**config.mk**
```make
export PLATFORM = sky130hd
export DESIGN_NAME = reset_seq_ctrl
export DESIGN_NICKNAME = d
export VERILOG_FILES = /design/src/rtl/rst_seq_pkg.sv /design/src/rtl/sync_bits.sv /design/src/rtl/reset_seq_ctrl.sv
export SDC_FILE = /design/constraint.sdc
export NUM_CORES = 1
export LEC_CHECK = 0
export CAP_MARGIN = 10
export CORE_ASPECT_RATIO = 1.25
export CORE_MARGIN = 2
export CORE_UTILIZATION = 50
export DETAILED_ROUTE_END_ITERATION = 12
export GPL_TIMING_DRIVEN = 0
export PLACE_DENSITY_LB_ADDON = 0.25
export SETUP_SLACK_MARGIN = 0.5
export SYNTH_ARGS = -nofsm -noshare
export SYNTH_HDL_FRONTEND = slang
export SYNTH_HIERARCHICAL = 1
export SYNTH_SLANG_ARGS = --single-unit
export TNS_END_PERCENT = 10
```
**constraint.sdc**
```tcl
create_clock -name clk_100 -period 4.76 [get_ports clk_100]
set_clock_uncertainty 0.1 [all_clocks]
set_input_delay 0.952 -clock clk_100 [delete_from_list [all_inputs] [get_ports clk_100]]
set_output_delay 0.952 -clock clk_100 [all_outputs]
set_load 0.01 [all_outputs]
```
**src/rtl/rst_seq_pkg.sv**
```systemverilog
// Shared types and default timing for the camera-to-monitor reset sequencer.
package rst_seq_pkg;

   typedef enum logic [2:0] {
      PWRUP,
      RELEASE,
      WAIT_DONE,
      GAP,
      HOLD,
      READY,
      FAIL
   } state_e;

   localparam int DEF_NUM_STAGES     = 3;
   localparam int DEF_PWRUP_CYCLES   = 100;
   localparam int DEF_STAGE_GAP      = 16;
   localparam int DEF_TIMEOUT_CYCLES = 1_000_000;
   localparam int DEF_HOLD_CYCLES    = 100;
   localparam int DEF_MAX_RETRY      = 3;
   localparam int DEF_CNT_W          = 24;

   // Stage index is sized for the largest supported stage count.
   localparam int MAX_STAGES = 8;
   localparam int IDX_W      = $clog2(MAX_STAGES);

endpackage

```
**src/rtl/sync_bits.sv**
```systemverilog
// Per-bit 2-flop synchroniser with asynchronous active-low clear.
module sync_bits #(
   parameter int W = 1
) (
   input  logic         clk_i,
   input  logic         rst_ni,
   input  logic [W-1:0] d_i,
   output logic [W-1:0] q_o
);

   logic [W-1:0] meta_q;
   logic [W-1:0] sync_q;

   always_ff @(posedge clk_i or negedge rst_ni) begin
      if (!rst_ni) begin
         meta_q <= '0;
         sync_q <= '0;
      end else begin
         meta_q <= d_i;
         sync_q <= meta_q;
      end
   end

   assign q_o = sync_q;

endmodule

```
**src/rtl/reset_seq_ctrl.sv**
```systemverilog
// Ordered reset release with done handshake, timeout, bounded retry and soft restart.
module reset_seq_ctrl
   import rst_seq_pkg::*;
#(
   parameter int NUM_STAGES     = DEF_NUM_STAGES,
   parameter int PWRUP_CYCLES   = DEF_PWRUP_CYCLES,
   parameter int STAGE_GAP      = DEF_STAGE_GAP,
   parameter int TIMEOUT_CYCLES = DEF_TIMEOUT_CYCLES,
   parameter int HOLD_CYCLES    = DEF_HOLD_CYCLES,
   parameter int MAX_RETRY      = DEF_MAX_RETRY,
   parameter int CNT_W          = DEF_CNT_W
) (
   input  logic                  clk_100,
   input  logic                  rst_n,
   input  logic                  soft_rst_req,
   input  logic [NUM_STAGES-1:0] stage_done,
   output logic [NUM_STAGES-1:0] stage_rst_n,
   output logic                  seq_busy,
   output logic                  seq_ready,
   output logic                  seq_fail,
   output logic [IDX_W-1:0]      fail_stage,
   output logic [1:0]            retry_cnt
);

   state_e                  state_q, state_d;
   logic [CNT_W-1:0]        cnt_q, cnt_d;
   logic [IDX_W-1:0]        idx_q, idx_d;
   logic [NUM_STAGES-1:0]   srst_q, srst_d;
   logic [IDX_W-1:0]        fstg_q, fstg_d;
   logic [1:0]              retry_q, retry_d;
   logic                    busy_q, ready_q, fail_q;
   logic [NUM_STAGES-1:0]   done_s;
   logic                    done_cur;
   logic                    last_stage;

   sync_bits #(.W(NUM_STAGES)) u_done_sync (
      .clk_i  (clk_100),
      .rst_ni (rst_n),
      .d_i    (stage_done),
      .q_o    (done_s)
   );

   // Only the stage currently being waited on is observed.
   always_comb begin
      done_cur = 1'b0;
      for (int i = 0; i < NUM_STAGES; i++)
         if (idx_q == IDX_W'(i)) done_cur = done_s[i];
   end

   assign last_stage = (idx_q == IDX_W'(NUM_STAGES - 1));

   always_comb begin
      state_d = state_q;
      cnt_d   = cnt_q;
      idx_d   = idx_q;
      srst_d  = srst_q;
      fstg_d  = fstg_q;
      retry_d = retry_q;
      unique case (state_q)
         PWRUP: begin
            if (cnt_q == CNT_W'(PWRUP_CYCLES - 1)) begin
               cnt_d   = '0;
               state_d = RELEASE;
            end else cnt_d = cnt_q + CNT_W'(1);
         end
         RELEASE: begin
            for (int i = 0; i < NUM_STAGES; i++)
               if (idx_q == IDX_W'(i)) srst_d[i] = 1'b1;
            cnt_d   = '0;
            state_d = WAIT_DONE;
         end
         WAIT_DONE: begin
            if (done_cur) begin
               cnt_d   = '0;
               state_d = last_stage ? READY : GAP;
            end else if (cnt_q == CNT_W'(TIMEOUT_CYCLES - 1)) begin
               fstg_d = idx_q;
               cnt_d  = '0;
               srst_d = '0;
               if (retry_q < 2'(MAX_RETRY)) begin
                  retry_d = retry_q + 2'd1;
                  idx_d   = '0;
                  state_d = HOLD;
               end else state_d = FAIL;
            end else cnt_d = cnt_q + CNT_W'(1);
         end
         GAP: begin
            if (cnt_q == CNT_W'(STAGE_GAP - 1)) begin
               cnt_d   = '0;
               idx_d   = idx_q + IDX_W'(1);
               state_d = RELEASE;
            end else cnt_d = cnt_q + CNT_W'(1);
         end
         HOLD: begin
            srst_d = '0;
            idx_d  = '0;
            if (cnt_q == CNT_W'(HOLD_CYCLES - 1)) begin
               cnt_d   = '0;
               state_d = RELEASE;
            end else cnt_d = cnt_q + CNT_W'(1);
         end
         READY: srst_d = '1;
         FAIL:  srst_d = '0;
         default: state_d = PWRUP;
      endcase

      // Restart request outranks any same-cycle done or timeout.
      if (soft_rst_req && state_q != HOLD) begin
         state_d = HOLD;
         cnt_d   = '0;
         idx_d   = '0;
         srst_d  = '0;
         fstg_d  = fstg_q;
         retry_d = '0;
      end
   end

   always_ff @(posedge clk_100 or negedge rst_n) begin
      if (!rst_n) begin
         state_q <= PWRUP;
         cnt_q   <= '0;
         idx_q   <= '0;
         srst_q  <= '0;
         fstg_q  <= '0;
         retry_q <= '0;
         busy_q  <= 1'b1;
         ready_q <= 1'b0;
         fail_q  <= 1'b0;
      end else begin
         state_q <= state_d;
         cnt_q   <= cnt_d;
         idx_q   <= idx_d;
         srst_q  <= srst_d;
         fstg_q  <= fstg_d;
         retry_q <= retry_d;
         busy_q  <= (state_d != READY) && (state_d != FAIL);
         ready_q <= (state_d == READY);
         fail_q  <= (state_d == FAIL);
      end
   end

   assign stage_rst_n = srst_q;
   assign seq_busy    = busy_q;
   assign seq_ready   = ready_q;
   assign seq_fail    = fail_q;
   assign fail_stage  = fstg_q;
   assign retry_cnt   = retry_q;

endmodule
```
==> results.md <==
* Final Hold Fails at 0
* GPL Wtd Cong at 0.903
* Leak at 1.26 nW
* Hold path start: u_done_sync/meta_q[1]$_DFF_PN0_
* Mapped Avg Cell Area at 8.78 µm²
* DIE HEIGHT at 85.3 µm
* Drt first-iter violations at 181
* Die Span X at 69.0 µm
* Total GRT Usage at 21.8%
* Starting Density at 52.0%
* Final-report max-slew violation count at 0
* Post-DR vias/cell at 6.07
* Share of cells above drive strength 1 at 7.67%
* Pin count of the biggest net entering global routing at 26
* Layout Nets at 337
* Antenna violations before repair at 0
* RSZ-0062 raised after global routing: false
* CTS Root Buffer Type: clkbuf_8
* Seq cells post-synth at 47
* Critical path's slowest cell: a31oi_1
* Crit-path max cell delay at 0.66 ns
* Synth Instances at 301
* IO Count at 17
* Worst-path cell chain: clkdlybuf4s50_1 > nor2b_1 > clkbuf_1 > a31oi_1 > clkbuf_1 > o311ai_0 > nand3_1
* Num CTS Buffers at 5
* DRT Pass-1 Iters at 5
* Endpoints failing setup at 0
* Sequential share of the synthesized area at 44.6%
* Synthesis-to-layout area growth at 14.3%
* DP Area at 0.00290 mm²
* Most common flop cell mapped by yosys: dfrtp_1
* Worst slew pin tran at 0.919 ns
* Drt drc at 0
* Peak VDD IR at 0.219 mV
* Final instance area at 0.00302 mm²
* Status: finished clean
* # resized after CTS at 0
* Critical path class: in -> reg
* Startpoint types: input pin
* Max Cap Viol at 0
* Fmax at 319 MHz
* Die Footprint at 0.00588 mm²
* Crit. Startpoint: soft_rst_req
* Port Buffer Count at 16
* Global-route wire length before repair at 10.4 mm
* CTS tree: yes
* DP HPWL at 4.49 mm
* Vias in the first global route at 2262
* Worst Hold Class: reg -> reg
* Mapped Nets at 313
* Routed Antenna Nets at 0
* CTS sink cnt at 47
* Crit path max fanout at 10
* Core box area at 0.00508 mm²
* GR Overflow Total at 0
* Hold_buf cts at 0
* Setup TNS at 0 ns
* Total Wirelength at 6.04 mm
* Crit path max-delay family: buffers and inverters
* Num rows at 29
* Netlist cell types at 56
* Most frequent CP cell: clkbuf_1
* Yosys warning count at 6
* Max Buffers Root-to-Sink at 2
* H-tree Lvls at 2
* Post-synth EDFFs at 0
* Antenna cells at 0
* Critical path buffer and inverter count at 3
* DR vias at 2356
* Synthesized area at 0.00264 mm²
* Post-synth ARST share at 100%
* Setup bufs post-CTS at 0
* Fin crit share at 65.8%
* Critical Path End Type: register
* CP required at 4.89 ns
* Final min period at 3.13 ns
* Clock Latency Late Sink at 0.30 ns
* PD cells at 301 mW/mm²
* Max transition margin at 38.6%
* CTS clk-pin slew, worst paths at 0.09 ns
* Routed length per placed instance at 15.6 µm
* Crit path DAT at 3.26 ns
* FF-to-FF Start: idx_q[1]$_DFFE_PN0P_
[where the power goes]
part	internal, mW	switching (mW)	leakage (nW)
Clock	0.170	0.132	0.0612
Combinational	0.0632	0.0869	0.570
Sequential	0.427	0.0307	0.627
Total	0.660	0.250	1.26
[final cells by class]
type	count	area, µm²
Sequential cell	47	1180
Clock buffer	6	82.6
Multi-Input combinational cell	229	1370
Buffer	14	53.8
Fill cell	446	2060
Inverter	11	41.3
Clock inverter	2	35.0
Tap cell	62	77.6
Timing Repair Buffer	17	183
[cells by family (layout without fill, tap and decap cells)]
kind of cell,after synthesis,in the layout,share of synthesized area [%]
adders and majority gates,6,6,2.84
muxes,9,9,3.46
and+or+nand+nor,152,152,30.2
xor gates and xnor gates,4,4,1.33
DFF,47,47,44.6
buffers and inverters,25,50,3.60
AOI/OAI and AO/OA,58,58,14.0
[per-layer routing]
metal / vias to the layer above / global-route usage, % / wire length [µm]
li1: 1130 / - / -
met1: 1116 / 27.0 / 2520
met2: 95 / 37.7 / 3070
met5: - / 0 / 0
met3: 15 / 3.56 / 314
met4: 0 / 9.09 / 137
[synth_stat cells (5+ instances only)]
cell type | instances | area share [%]
nor4_1 | 5 | 1.2
nand4_1 | 8 | 1.9
nor2_1 | 21 | 3.0
inv_1 | 10 | 1.4
ha_1 | 6 | 2.8
a21oi_1 | 14 | 2.7
o21ai_0 | 13 | 2.5
nand3_1 | 24 | 4.5
mux2i_1 | 8 | 3.0
and2_1 | 7 | 1.7
dfrtp_1 | 46 | 44
clkbuf_1 | 13 | 1.8
nand2_1 | 44 | 6.3
o31ai_1 | 5 | 1.4
nor3_1 | 10 | 1.9
[path summary, 6_finish.rpt]
path	end	slack, ns	cells past startpoint
setup / recovery	cnt_q[19]$_DFFE_PN0P_	1.63	7
hold / removal	u_done_sync/q_o[1]$_DFF_PN0_	0.24	0
setup reg to reg	cnt_q[19]$_DFFE_PN0P_	1.82	9
hold reg to reg	u_done_sync/q_o[1]$_DFF_PN0_	0.24	0
max in group asynchronous	cnt_q[23]$_DFFE_PN0P_	3.50	2
min in group asynchronous	fail_stage[2]$_DFFE_PN0P_	0.54	1
[flip-flops by register name, summed over array words and instances (netlist names)]
signal / count
cnt_q: 24
fail_stage: 3
idx_q: 3
stage_rst_n: 3
state_q: 3
u_done_sync/meta_q: 3
u_done_sync/q_o: 3
retry_cnt: 2
seq_busy: 1
seq_fail: 1
seq_ready: 1
[worst reg2reg max path: cells and delay by family, from the launching register on]
family / cells / cell delay (ns)
fa+ha+maj: 1 / 0.22
flops: 1 / 0.41
compound gates: 4 / 1.29
buf+inv: 2 / 0.59
simple gates: 2 / 0.27
[layout by cell type, fill, tap and decap left out, types with 3 or more instances in the layout]
| cell type | count |
|---|---|
| clkbuf_8 | 6 |
| nand3_1 | 24 |
| and2_1 | 7 |
| dfrtp_1 | 46 |
| nor2b_1 | 4 |
| a31oi_1 | 4 |
| mux2i_1 | 8 |
| a22o_1 | 3 |
| nand2_1 | 44 |
| clkdlybuf4s50_1 | 15 |
| or3_2 | 3 |
| inv_1 | 10 |
| ha_1 | 6 |
| o21ai_0 | 13 |
| nand4_1 | 8 |
| nand3b_1 | 4 |
| nor2_1 | 21 |
| nor4_1 | 5 |
| a21oi_1 | 14 |
| nor3_1 | 10 |
| clkbuf_1 | 13 |
| o211ai_1 | 4 |
| o31ai_1 | 5 |
[stage by stage]
| stage | total power [mW] | worst slack (ns) | util (%) | cells | hold WS, ns |
|---|---|---|---|---|---|
| after floorplan | 0.563 | 2.16 | - | 301 | 0.231 |
| after global placement | 0.608 | 1.35 | 56.7 | 379 | 0.233 |
| after detailed placement | 0.615 | 1.39 | 57.1 | 380 | 0.236 |
| after CTS | 0.916 | 1.67 | 59.4 | 388 | 0.249 |
| after global routing | 0.959 | 1.44 | 59.4 | 388 | 0.254 |
| final | 0.910 | 1.63 | 59.4 | 388 | 0.243 |
Note: power is estimated with default switching activity, not from simulation.
